===== src/rtl/calcutec_pkg.sv =====
// Shared types and constants for the program-load/run sequencer in front of the CPU.
package calcutec_pkg;

    localparam int ADDR_W_DEF = 5;
    localparam int DATA_W_DEF = 32;

    localparam logic [3:0]  B_SELF_OPC = 4'b1010;
    localparam logic [23:0] B_SELF_IMM = 24'hFFFFFE;

    typedef enum logic [2:0] {
        IDLE    = 3'd0,
        COLLECT = 3'd1,
        WRITE   = 3'd2,
        LOADED  = 3'd3,
        RUN     = 3'd4,
        DONE    = 3'd5
    } state_e;

    // Branch-always to its own address: the program's conventional "halt here".
    function automatic logic is_b_self(input logic [27:0] w);
        return (w[27:24] == B_SELF_OPC) && (w[23:0] == B_SELF_IMM);
    endfunction

endpackage


===== src/rtl/byte_word_assembler.sv =====
// Shifts accepted bytes MSB-first into a word; flags the byte that completes a word.
module byte_word_assembler #(
    parameter int DATA_W = 32
) (
    input  logic              clk,
    input  logic              rst,
    input  logic              byte_en,
    input  logic [7:0]        byte_data,
    output logic [DATA_W-1:0] word,
    output logic              word_valid
);
    localparam int BYTES = DATA_W / 8;
    localparam int IDX_W = (BYTES > 1) ? $clog2(BYTES) : 1;

    logic [DATA_W-1:0] word_q, word_d;
    logic [IDX_W-1:0]  byte_idx_q, byte_idx_d;
    logic              last_byte;

    assign last_byte  = (byte_idx_q == IDX_W'(BYTES - 1));
    assign word_valid = byte_en && last_byte;
    assign word       = word_q;

    always_comb begin
        word_d     = word_q;
        byte_idx_d = byte_idx_q;
        if (byte_en) begin
            word_d     = {word_q[DATA_W-9:0], byte_data};
            byte_idx_d = last_byte ? '0 : byte_idx_q + IDX_W'(1);
        end
    end

    always_ff @(posedge clk) begin
        if (rst) begin
            word_q     <= '0;
            byte_idx_q <= '0;
        end else begin
            word_q     <= word_d;
            byte_idx_q <= byte_idx_d;
        end
    end

endmodule


===== src/rtl/program_run_ctrl.sv =====
// Loads a byte-streamed program into instruction memory, then grants the CPU a bounded run.
// Define HALT_SELF_BRANCH_EN to also end a run when pc reaches the first B-to-self instruction.
module program_run_ctrl
    import calcutec_pkg::*;
#(
    parameter int ADDR_W     = ADDR_W_DEF,
    parameter int DATA_W     = DATA_W_DEF,
    parameter int RUN_CYCLES = 64,
    parameter int CNT_W      = 16
) (
    input  logic              clk,
    input  logic              rst,
    input  logic              byte_valid,
    input  logic [7:0]        byte_data,
    output logic              byte_ready,
    input  logic              start_run,
    input  logic [ADDR_W-1:0] pc,
    output logic              write_ins,
    output logic [ADDR_W-1:0] ins_address,
    output logic [DATA_W-1:0] ins,
    output logic              cpu_clk_en,
    output logic              busy,
    output logic              done
);
    localparam int NW_W      = ADDR_W + 1;
    localparam int MAX_WORDS = 2 ** ADDR_W;

    state_e            state_q, state_d;
    logic [NW_W-1:0]   n_q, n_d, word_idx_q, word_idx_d;
    logic [ADDR_W-1:0] ins_address_q, ins_address_d;
    logic [CNT_W-1:0]  cnt_q, cnt_d;
    logic              byte_ready_q, write_ins_q, cpu_clk_en_q, busy_q, done_q;
    logic              byte_fire, count_fire, asm_en, word_valid, halt_hit;
    logic [DATA_W-1:0] ins_w;

    assign byte_fire  = byte_valid && byte_ready_q;
    assign count_fire = byte_fire && (state_q == IDLE) && (byte_data != 8'd0);
    assign asm_en     = byte_fire && (state_q == COLLECT);

    byte_word_assembler #(.DATA_W(DATA_W)) u_asm (
        .clk        (clk),
        .rst        (rst),
        .byte_en    (asm_en),
        .byte_data  (byte_data),
        .word       (ins_w),
        .word_valid (word_valid)
    );

`ifdef HALT_SELF_BRANCH_EN
    logic              halt_valid_q, halt_valid_d;
    logic [ADDR_W-1:0] halt_addr_q, halt_addr_d;

    // Addresses are written in ascending order, so the first match is the lowest one.
    always_comb begin
        halt_valid_d = halt_valid_q;
        halt_addr_d  = halt_addr_q;
        if (count_fire) begin
            halt_valid_d = 1'b0;
        end else if (state_q == WRITE && !halt_valid_q && is_b_self(ins_w[27:0])) begin
            halt_valid_d = 1'b1;
            halt_addr_d  = ins_address_q;
        end
    end

    always_ff @(posedge clk) begin
        if (rst) begin
            halt_valid_q <= 1'b0;
            halt_addr_q  <= '0;
        end else begin
            halt_valid_q <= halt_valid_d;
            halt_addr_q  <= halt_addr_d;
        end
    end

    assign halt_hit = halt_valid_q && (pc == halt_addr_q);
`else
    logic unused_pc;
    assign unused_pc = ^pc;
    assign halt_hit  = 1'b0;
`endif

    always_comb begin
        state_d       = state_q;
        n_d           = n_q;
        word_idx_d    = word_idx_q;
        ins_address_d = ins_address_q;
        cnt_d         = cnt_q;
        unique case (state_q)
            IDLE: begin
                if (count_fire) begin
                    n_d        = (32'(byte_data) > MAX_WORDS) ? NW_W'(MAX_WORDS) : NW_W'(byte_data);
                    word_idx_d = '0;
                    state_d    = COLLECT;
                end
            end
            COLLECT: begin
                if (word_valid) begin
                    ins_address_d = word_idx_q[ADDR_W-1:0];
                    state_d       = WRITE;
                end
            end
            WRITE: begin
                word_idx_d = word_idx_q + NW_W'(1);
                state_d    = (word_idx_q + NW_W'(1) == n_q) ? LOADED : COLLECT;
            end
            LOADED: begin
                if (start_run) begin
                    cnt_d   = '0;
                    state_d = RUN;
                end
            end
            RUN: begin
                cnt_d = cnt_q + CNT_W'(1);
                if (cnt_q == CNT_W'(RUN_CYCLES - 1) || halt_hit) state_d = DONE;
            end
            DONE: begin
                // A run request beats a pending byte; the byte is left for IDLE to take.
                if (start_run) begin
                    cnt_d   = '0;
                    state_d = RUN;
                end else if (byte_valid) begin
                    state_d = IDLE;
                end
            end
            default: state_d = IDLE;
        endcase
    end

    always_ff @(posedge clk) begin
        if (rst) begin
            state_q       <= IDLE;
            n_q           <= '0;
            word_idx_q    <= '0;
            ins_address_q <= '0;
            cnt_q         <= '0;
            byte_ready_q  <= 1'b1;
            write_ins_q   <= 1'b0;
            cpu_clk_en_q  <= 1'b0;
            busy_q        <= 1'b0;
            done_q        <= 1'b0;
        end else begin
            state_q       <= state_d;
            n_q           <= n_d;
            word_idx_q    <= word_idx_d;
            ins_address_q <= ins_address_d;
            cnt_q         <= cnt_d;
            byte_ready_q  <= (state_d == IDLE) || (state_d == COLLECT);
            write_ins_q   <= (state_d == WRITE);
            cpu_clk_en_q  <= (state_d == RUN);
            busy_q        <= !((state_d == IDLE) || (state_d == LOADED) || (state_d == DONE));
            done_q        <= (state_d == DONE);
        end
    end

    assign byte_ready  = byte_ready_q;
    assign write_ins   = write_ins_q;
    assign ins_address = ins_address_q;
    assign ins         = ins_w;
    assign cpu_clk_en  = cpu_clk_en_q;
    assign busy        = busy_q;
    assign done        = done_q;

endmodule


===== config.mk =====
export PLATFORM = sky130hd
export DESIGN_NAME = program_run_ctrl
export DESIGN_NICKNAME = d
export VERILOG_FILES = /design/src/rtl/calcutec_pkg.sv /design/src/rtl/byte_word_assembler.sv /design/src/rtl/program_run_ctrl.sv
export SDC_FILE = /design/constraint.sdc
export NUM_CORES = 1
export LEC_CHECK = 0
export BUFFER_PORTS_ARGS = -buffer_cell sky130_fd_sc_hd__buf_2
export CAP_MARGIN = 40
export CORE_ASPECT_RATIO = 2
export CORE_MARGIN = 4
export CORE_UTILIZATION = 25
export CTS_CLUSTER_DIAMETER = 120
export DETAILED_ROUTE_END_ITERATION = 8
export PLACE_DENSITY = 0.5
export SLEW_MARGIN = 10
export SYNTH_ARGS = -nofsm -noshare
export SYNTH_HDL_FRONTEND = slang
export SYNTH_HIERARCHICAL = 1
export SYNTH_SLANG_ARGS = --single-unit

===== constraint.sdc =====
create_clock -name clk -period 2.9 [get_ports clk]
set_input_delay 0.145 -clock clk [delete_from_list [all_inputs] [get_ports clk]]
set_output_delay 0.145 -clock clk [all_outputs]
set_load 0.01 [all_outputs]

== Word level (Yosys, flattened, before mapping) ==
Cells that the tools add are included.

* Register bits after elaboration: 75
* Input bits: 17
* Word-level logic and storage cells: 64
* Output and inout bits: 42

* Muxes and demuxes: 14
* $add $sub $neg: 3
* Equality and inequality tests: 15
* Order comparisons: 1
* Reduce and logical (&&, ||, !) cells: 19

{| class="wikitable"
|+ Operators by type and width
! operator !! number
|-
| one-hot mux 16 bit (2 select lines) || 1
|-
| 2-to-1 mux 3 bit || 6
|-
| one-hot mux 3 bit (6 select lines) || 1
|-
| adder 16 x 1 -> 16 bit (second input constant) || 1
|-
| equality test 16 x 6 -> 1 bit (second input constant) || 1
|-
| 2-to-1 mux 16 bit || 1
|-
| equality test 3 x 2 -> 1 bit (second input constant) || 4
|-
| equality test 3 bit (second input constant) || 4
|-
| 2-to-1 mux 6 bit || 2
|-
| one-hot mux 6 bit (2 select lines) || 1
|-
| greater-than comparator 8 x 6 -> 1 bit (second input constant) || 1
|-
| AND reduction 2 bit || 4
|-
| nonzero test 8 bit || 1
|-
| adder 6 x 1 -> 6 bit (second input constant) || 1
|-
| equality test 3 x 1 -> 1 bit (second input constant) || 2
|-
| equality test 6 bit || 1
|-
| zero test 3 bit || 2
|-
| logical AND 1 bit || 5
|-
| 2-to-1 mux 2 bit || 2
|-
| nonzero test 2 bit || 2
|-
| logical OR 1 bit || 3
|-
| adder 2 x 1 -> 2 bit (second input constant) || 1
|-
| equality test 2 bit (second input constant) || 1
|-
| inequality test 2 x 1 -> 1 bit (second input constant) || 1
|-
| other kinds (3) || 3
|}

== Depth between registers and ports, before layout ==
* Word-level depth: 9
* Depth in mapped cells: 11
* Gate-level depth less buffers: 8

== By module ==
The synthesis kept the hierarchy.

{| class="wikitable"
|+ By module, submodules not included
! module !! cells each !! area an instance (um2) !! instances
|-
| program_run_ctrl || 235 || 2006.9 || 1
|-
| byte_word_assembler || 113 || 1219.9 || 1
|}

== Worst setup path before layout ==
Ideal clock, no wire load.

* Path kind: flip-flop to flip-flop
* Start point: reg state_q[2]
* End point: reg write_ins_q (netlist: write_ins)
* Required time: 2784 ps
* Setup time: 116 ps
* Stages on the path, launching flop included: 11
* Arrival time: 1960 ps
* Path slack: 824 ps
* Path through: dfxtp_1 -> nand2b_1 -> nor2_1 -> buf_4 -> buf_4 -> and2_1 -> or2_2 -> a21oi_1 -> o21ai_0 -> and3_4 -> and4_1

* Cells in the longest elaborated chain, start to end: 6
* Elaborated cells between the ends (all ways): 18
* Those cells by class: eq/ne: 6; mux: 7; reduce/logical: 5

{| class="wikitable"
|+ Ends and longest elaborated chain
! what !! line !! RTL
|-
| start: declaration || program_run_ctrl.sv:28 || <nowiki>state_e state_q, state_d;</nowiki>
|-
| start signal: assignment || program_run_ctrl.sv:142 || <nowiki>state_q <= state_d;</nowiki>
|-
| equality test 3 x 1 -> 1 bit || program_run_ctrl.sv:38 || <nowiki>assign asm_en = byte_fire && (state_q == COLLECT);</nowiki>
|-
| logical AND 1 bit || program_run_ctrl.sv:38 ||
|-
| via asm_en || program_run_ctrl.sv:33 || <nowiki>logic byte_fire, count_fire, asm_en, word_valid, halt_hit;</nowiki>
|-
| logical AND 1 bit || byte_word_assembler.sv:20 || <nowiki>assign word_valid = byte_en && last_byte;</nowiki>
|-
| via word_valid || program_run_ctrl.sv:33 ||
|-
| 2-to-1 mux 3 bit || program_run_ctrl.sv:97 || <nowiki>if (word_valid) begin</nowiki>
|-
| one-hot mux 3 bit (6 select lines) || program_run_ctrl.sv:88 || <nowiki>unique case (state_q)</nowiki>
|-
| equality test 3 x 2 -> 1 bit || program_run_ctrl.sv:148 || <nowiki>write_ins_q <= (state_d == WRITE);</nowiki>
|-
| end signal: assignment || program_run_ctrl.sv:148 ||
|-
| end: declaration || program_run_ctrl.sv:32 || <nowiki>logic byte_ready_q, write_ins_q, cpu_clk_en_q, busy_q, done_q;</nowiki>
|}

The timed path passes the listed nets, and every way through them passes these cells.
A chain may end at the register's enable or synchronous reset.

== Final worst setup path ==
* Start point: reg state_q[0]
* End point: reg ins_address_q[1] (netlist: ins_address[1])

* Cells in the longest elaborated chain, start to end: 4

{| class="wikitable"
|+ Ends and longest elaborated chain
! what !! line !! RTL
|-
| equality test 3 x 1 -> 1 bit || program_run_ctrl.sv:38 ||
|-
| logical AND 1 bit || program_run_ctrl.sv:38 ||
|-
| via asm_en || program_run_ctrl.sv:33 ||
|-
| logical AND 1 bit || byte_word_assembler.sv:20 ||
|-
| via word_valid || program_run_ctrl.sv:33 ||
|-
| AND reduction 2 bit (no line) || - ||
|-
| end signal: assignment || program_run_ctrl.sv:145 || <nowiki>ins_address_q <= ins_address_d;</nowiki>
|-
| end: declaration || program_run_ctrl.sv:30 || <nowiki>logic [ADDR_W-1:0] ins_address_q, ins_address_d;</nowiki>
|}

The timed path passes the listed nets, and every way through them passes these cells.

==> results.txt <==
----------------------------------------------------
[CTS]
  Post-cts resize count ... 0
  Clk pin slew, worst setup/hold paths ... 60 ps
  Clock tree from TritonCTS ... yes
  H-tree level count ... 3
  Clk Tree Root Cell ... sky130_fd_sc_hd__clkbuf_16
  Clock buffers created by TritonCTS ... 9
  Clock tree sinks ... 75
  Setup bufs post-CTS ... 0
  Buffer levels on the longest clock path ... 2
  Insertion delay to the later sink of the worst-skew pair ... 330 ps
  Post-cts hold buffer count ... 0

[Global route]
  First-pass GRT wire length ... 13.28 mm
  Remaining global-route overflow ... 0
  GRT Resource Usage Total ... 11.39%
  Vias in the first global route ... 2658
  Pin count of the biggest net entering global routing ... 54
  Initial antenna violation count ... 0

[Route]
  Final routed DRC violation total ... 0
  Remaining antenna violation count ... 0
  Average wire per standard cell ... 14.14 um
  Drt initial violations ... 81
  Routed wire length ... 7.862 mm
  Pre-antenna DRT Iters ... 4
  Via count of the routed design ... 2651
  Number of vias per cell ... 4.768

[Critical path]
  Depth of the worst register-to-register path ... 7
  Critical-path maximum fanout ... 10
  Type of the worst setup path ... reg -> reg
  Start of the worst register-to-register path ... state_q[0]$_SDFF_PP0_
  Critical Path End ... ins_address[1]$_SDFFE_PP0P_
  Critical path launch point type ... flip-flop
  Worst R2R Setup Slack ... 720 ps
  Worst Setup End Kind ... flip-flop
  Critical Path AT ... 2380 ps
  Reg2reg end ... ins_address[1]$_SDFFE_PP0P_
  Crit path required time ... 3100 ps
  Critical path startpoint ... state_q[0]$_SDFF_PP0_

[Floorplanning]
  Floorplan die area ... 14900 sq um
  Std cell rows ... 58
  Width of the chip ... 88.34 um
  Starting density of the core ... 25.55%
  Number of primary I/O pins ... 59
  Placeable core area ... 12630 sq um
  Vertical die dimension ... 168.7 um

[Synthesis]
  Flip-flop and latch count after synthesis ... 75
  Top post-synthesis cells by count ... sky130_fd_sc_hd__dfxtp_1, sky130_fd_sc_hd__nor2_1, sky130_fd_sc_hd__mux2i_1, sky130_fd_sc_hd__nand2_1, sky130_fd_sc_hd__a21oi_1
  Cell Area, Synth ... 3227 sq um
  Library cell occupying the most area in the post-synthesis netlist ... sky130_fd_sc_hd__dfxtp_1
  Main area contributors after synthesis ... sky130_fd_sc_hd__dfxtp_1, sky130_fd_sc_hd__mux2i_1, sky130_fd_sc_hd__nor2_1
  Share of synthesized registers carrying an async set or reset ... 0%
  Cell variety after synth ... 45
  Area share of the leading cell type in the synthesized netlist ... 46.53%
  Synthesized area divided by synthesized cell count ... 9.273 sq um
  Post-synthesis instance total ... 348
  Mapped Nets ... 368
  Top flip-flop cell by instance count after synthesis ... sky130_fd_sc_hd__dfxtp_1
  Sequential cell area fraction in the yosys report ... 46.53%
  Number of flops mapped to enable cells by yosys ... 0
  Cell with the most instances after synthesis ... sky130_fd_sc_hd__dfxtp_1
  Yosys Warn Count ... 6

[Timing]
  Hold violation count in the final report ... 0
  Total of endpoints with negative setup slack in the final report ... 0
  Highest clock frequency the design can meet ... 459.1 MHz
  Number of pins with negative max-slew slack in the final report ... 0
  RSZ-0062 raised after global routing ... false
  Final worst path period need ... 2178 ps
  Clock Skews ... 6.937 ps
  Portion of the clock cycle consumed by the worst path in the final layout ... 75.11%
  Slew at the pin closest to its max-slew limit ... 719.9 ps
  Final critical-path setup slack ... 721.9 ps
  Worst rel slew slack ... 51.83%
  Sum of negative setup slack ... 0 ps

[Finish]
  Antenna Diode Count ... 0
  Number of inserted filler cells in the final layout ... 1396
  Layout cells sized above 1 ... 19.46%
  Post-layout net count ... 421
  Layout overhead on the synthesized area ... 23.23%

[Worst hold path]
  Class of the tightest hold or removal check ... in -> reg

[Power and ir drop]
  Power per standard cell area ... 604.2 nW/um^2
  Leak ... 1.614 nW
  Largest vdd supply drop ... 0.0003954 V

[Run]
  Count of maximum capacitance violations ... 0

[Status]
  Status ... finished, final reports clean

[Place]
  Number of input and output port buffers inserted ... 53
  HPWL Detailed ... 5.963 mm
  DP Worst Slack ... 727.3 ps
  Final estimated routing congestion in global placement ... 0.8245

----------------------------------------------------
[metal layers]
layer	up-vias	GRT usage [%]	wire length [um]
met5	-	0	0
li1	1325	-	-
met4	0	6.776	388
met1	1237	11.32	2885
met3	23	2.825	310
met2	66	20.51	4277
[per-stage QoR]
step           hold slack (ps)  util [%]  total power, W  area, sq um  cells
6_report                 89.75     31.49        0.002403         3976    556
5_1_grt                  96.63     31.49        0.002496         3976    556
4_1_cts                  79.66     31.49        0.002444         3976    556
3_5_place_dp             433.1     28.84        0.001191         3642    540
3_3_place_gp             418.8     28.84        0.001188         3642    540
2_1_floorplan            292.2         -        0.001150         3227    348
[registers in the layout, indices dropped and copies added (netlist names)]
register,cells
cpu_clk_en,1
state_q,3
byte_ready,1
write_ins,1
done,1
ins_address,5
n_q,6
word_idx_q,6
u_asm/word,32
u_asm/byte_idx_q,2
busy,1
cnt_q,16
[worst min path at each step]
stage / depth (start not counted) / slack (ps) / to / from
2_1_floorplan: 2 / 290 / u_asm/word[0]$_SDFFE_PP0P_ / byte_data[0]
3_3_place_gp: 2 / 420 / state_q[0]$_SDFF_PP0_ / rst
3_5_place_dp: 3 / 430 / n_q[4]$_SDFFE_PP0P_ / byte_data[4]
4_1_cts: 3 / 80 / u_asm/word[4]$_SDFFE_PP0P_ / byte_data[4]
5_1_grt: 2 / 100 / state_q[0]$_SDFF_PP0_ / rst
6_report: 3 / 90 / n_q[4]$_SDFFE_PP0P_ / byte_data[4]
[cell families (layout without fill, tap and decap cells)]
family	after synthesis	in the layout	synth area share, %
XOR/XNOR	18	18	4.886
flip-flops	75	75	46.53
multiplexers	42	42	13.03
buffers and inverters	19	77	2.792
adder cells (fa/ha/maj)	3	3	1.163
AND/OR/NAND/NOR	150	150	23.38
AO/OA/AOI/OAI	41	41	8.221
[placed cells by master (no fill, tap or decap), drive strengths merged, types with 3 or more instances in the layout]
master,Yosys,routed
dfxtp,75,75
nor3,5,5
o21ai,10,10
xor2,8,8
or3,7,7
and2,7,7
clkbuf,7,10
nor2,67,67
a22oi,9,9
nor4,6,6
nand3,5,5
and3,8,8
buf,8,57
nand3b,3,3
xnor2,10,10
nand2b,8,8
a21oi,13,13
ha,3,3
nand4,8,8
inv,4,6
mux2i,42,42
nand2,16,16
[final cells by class]
type / count / area (sq um) / area share [%]
Tap cell: 150 / 187.7 / 4.720
Multi-Input combinational cell: 254 / 1643 / 41.32
Clock inverter: 6 / 95.09 / 2.391
Clock buffer: 10 / 239.0 / 6.010
Timing Repair Buffer: 57 / 295.3 / 7.426
Sequential cell: 75 / 1501 / 37.76
Inverter: 4 / 15.01 / 0.3776
[worst max-delay path: stages, from the launching register on]
cell and delay, ps:
sky130_fd_sc_hd__dfxtp_1 530, sky130_fd_sc_hd__nand2b_1 260, sky130_fd_sc_hd__nor2_4 150, sky130_fd_sc_hd__and2_1 150, sky130_fd_sc_hd__nand2b_1 80, sky130_fd_sc_hd__nor2_1 560, sky130_fd_sc_hd__mux2i_1 270, sky130_fd_sc_hd__nor2_1 50
[report_power, final]
part / internal [W] / switching (W)
Clock: 0.000786 / 0.000451
Combinational: 0.0000433 / 0.0000698
Sequential: 0.00104 / 0.0000105
Total: 0.00187 / 0.000531
(Power assumes the default switching activity.)
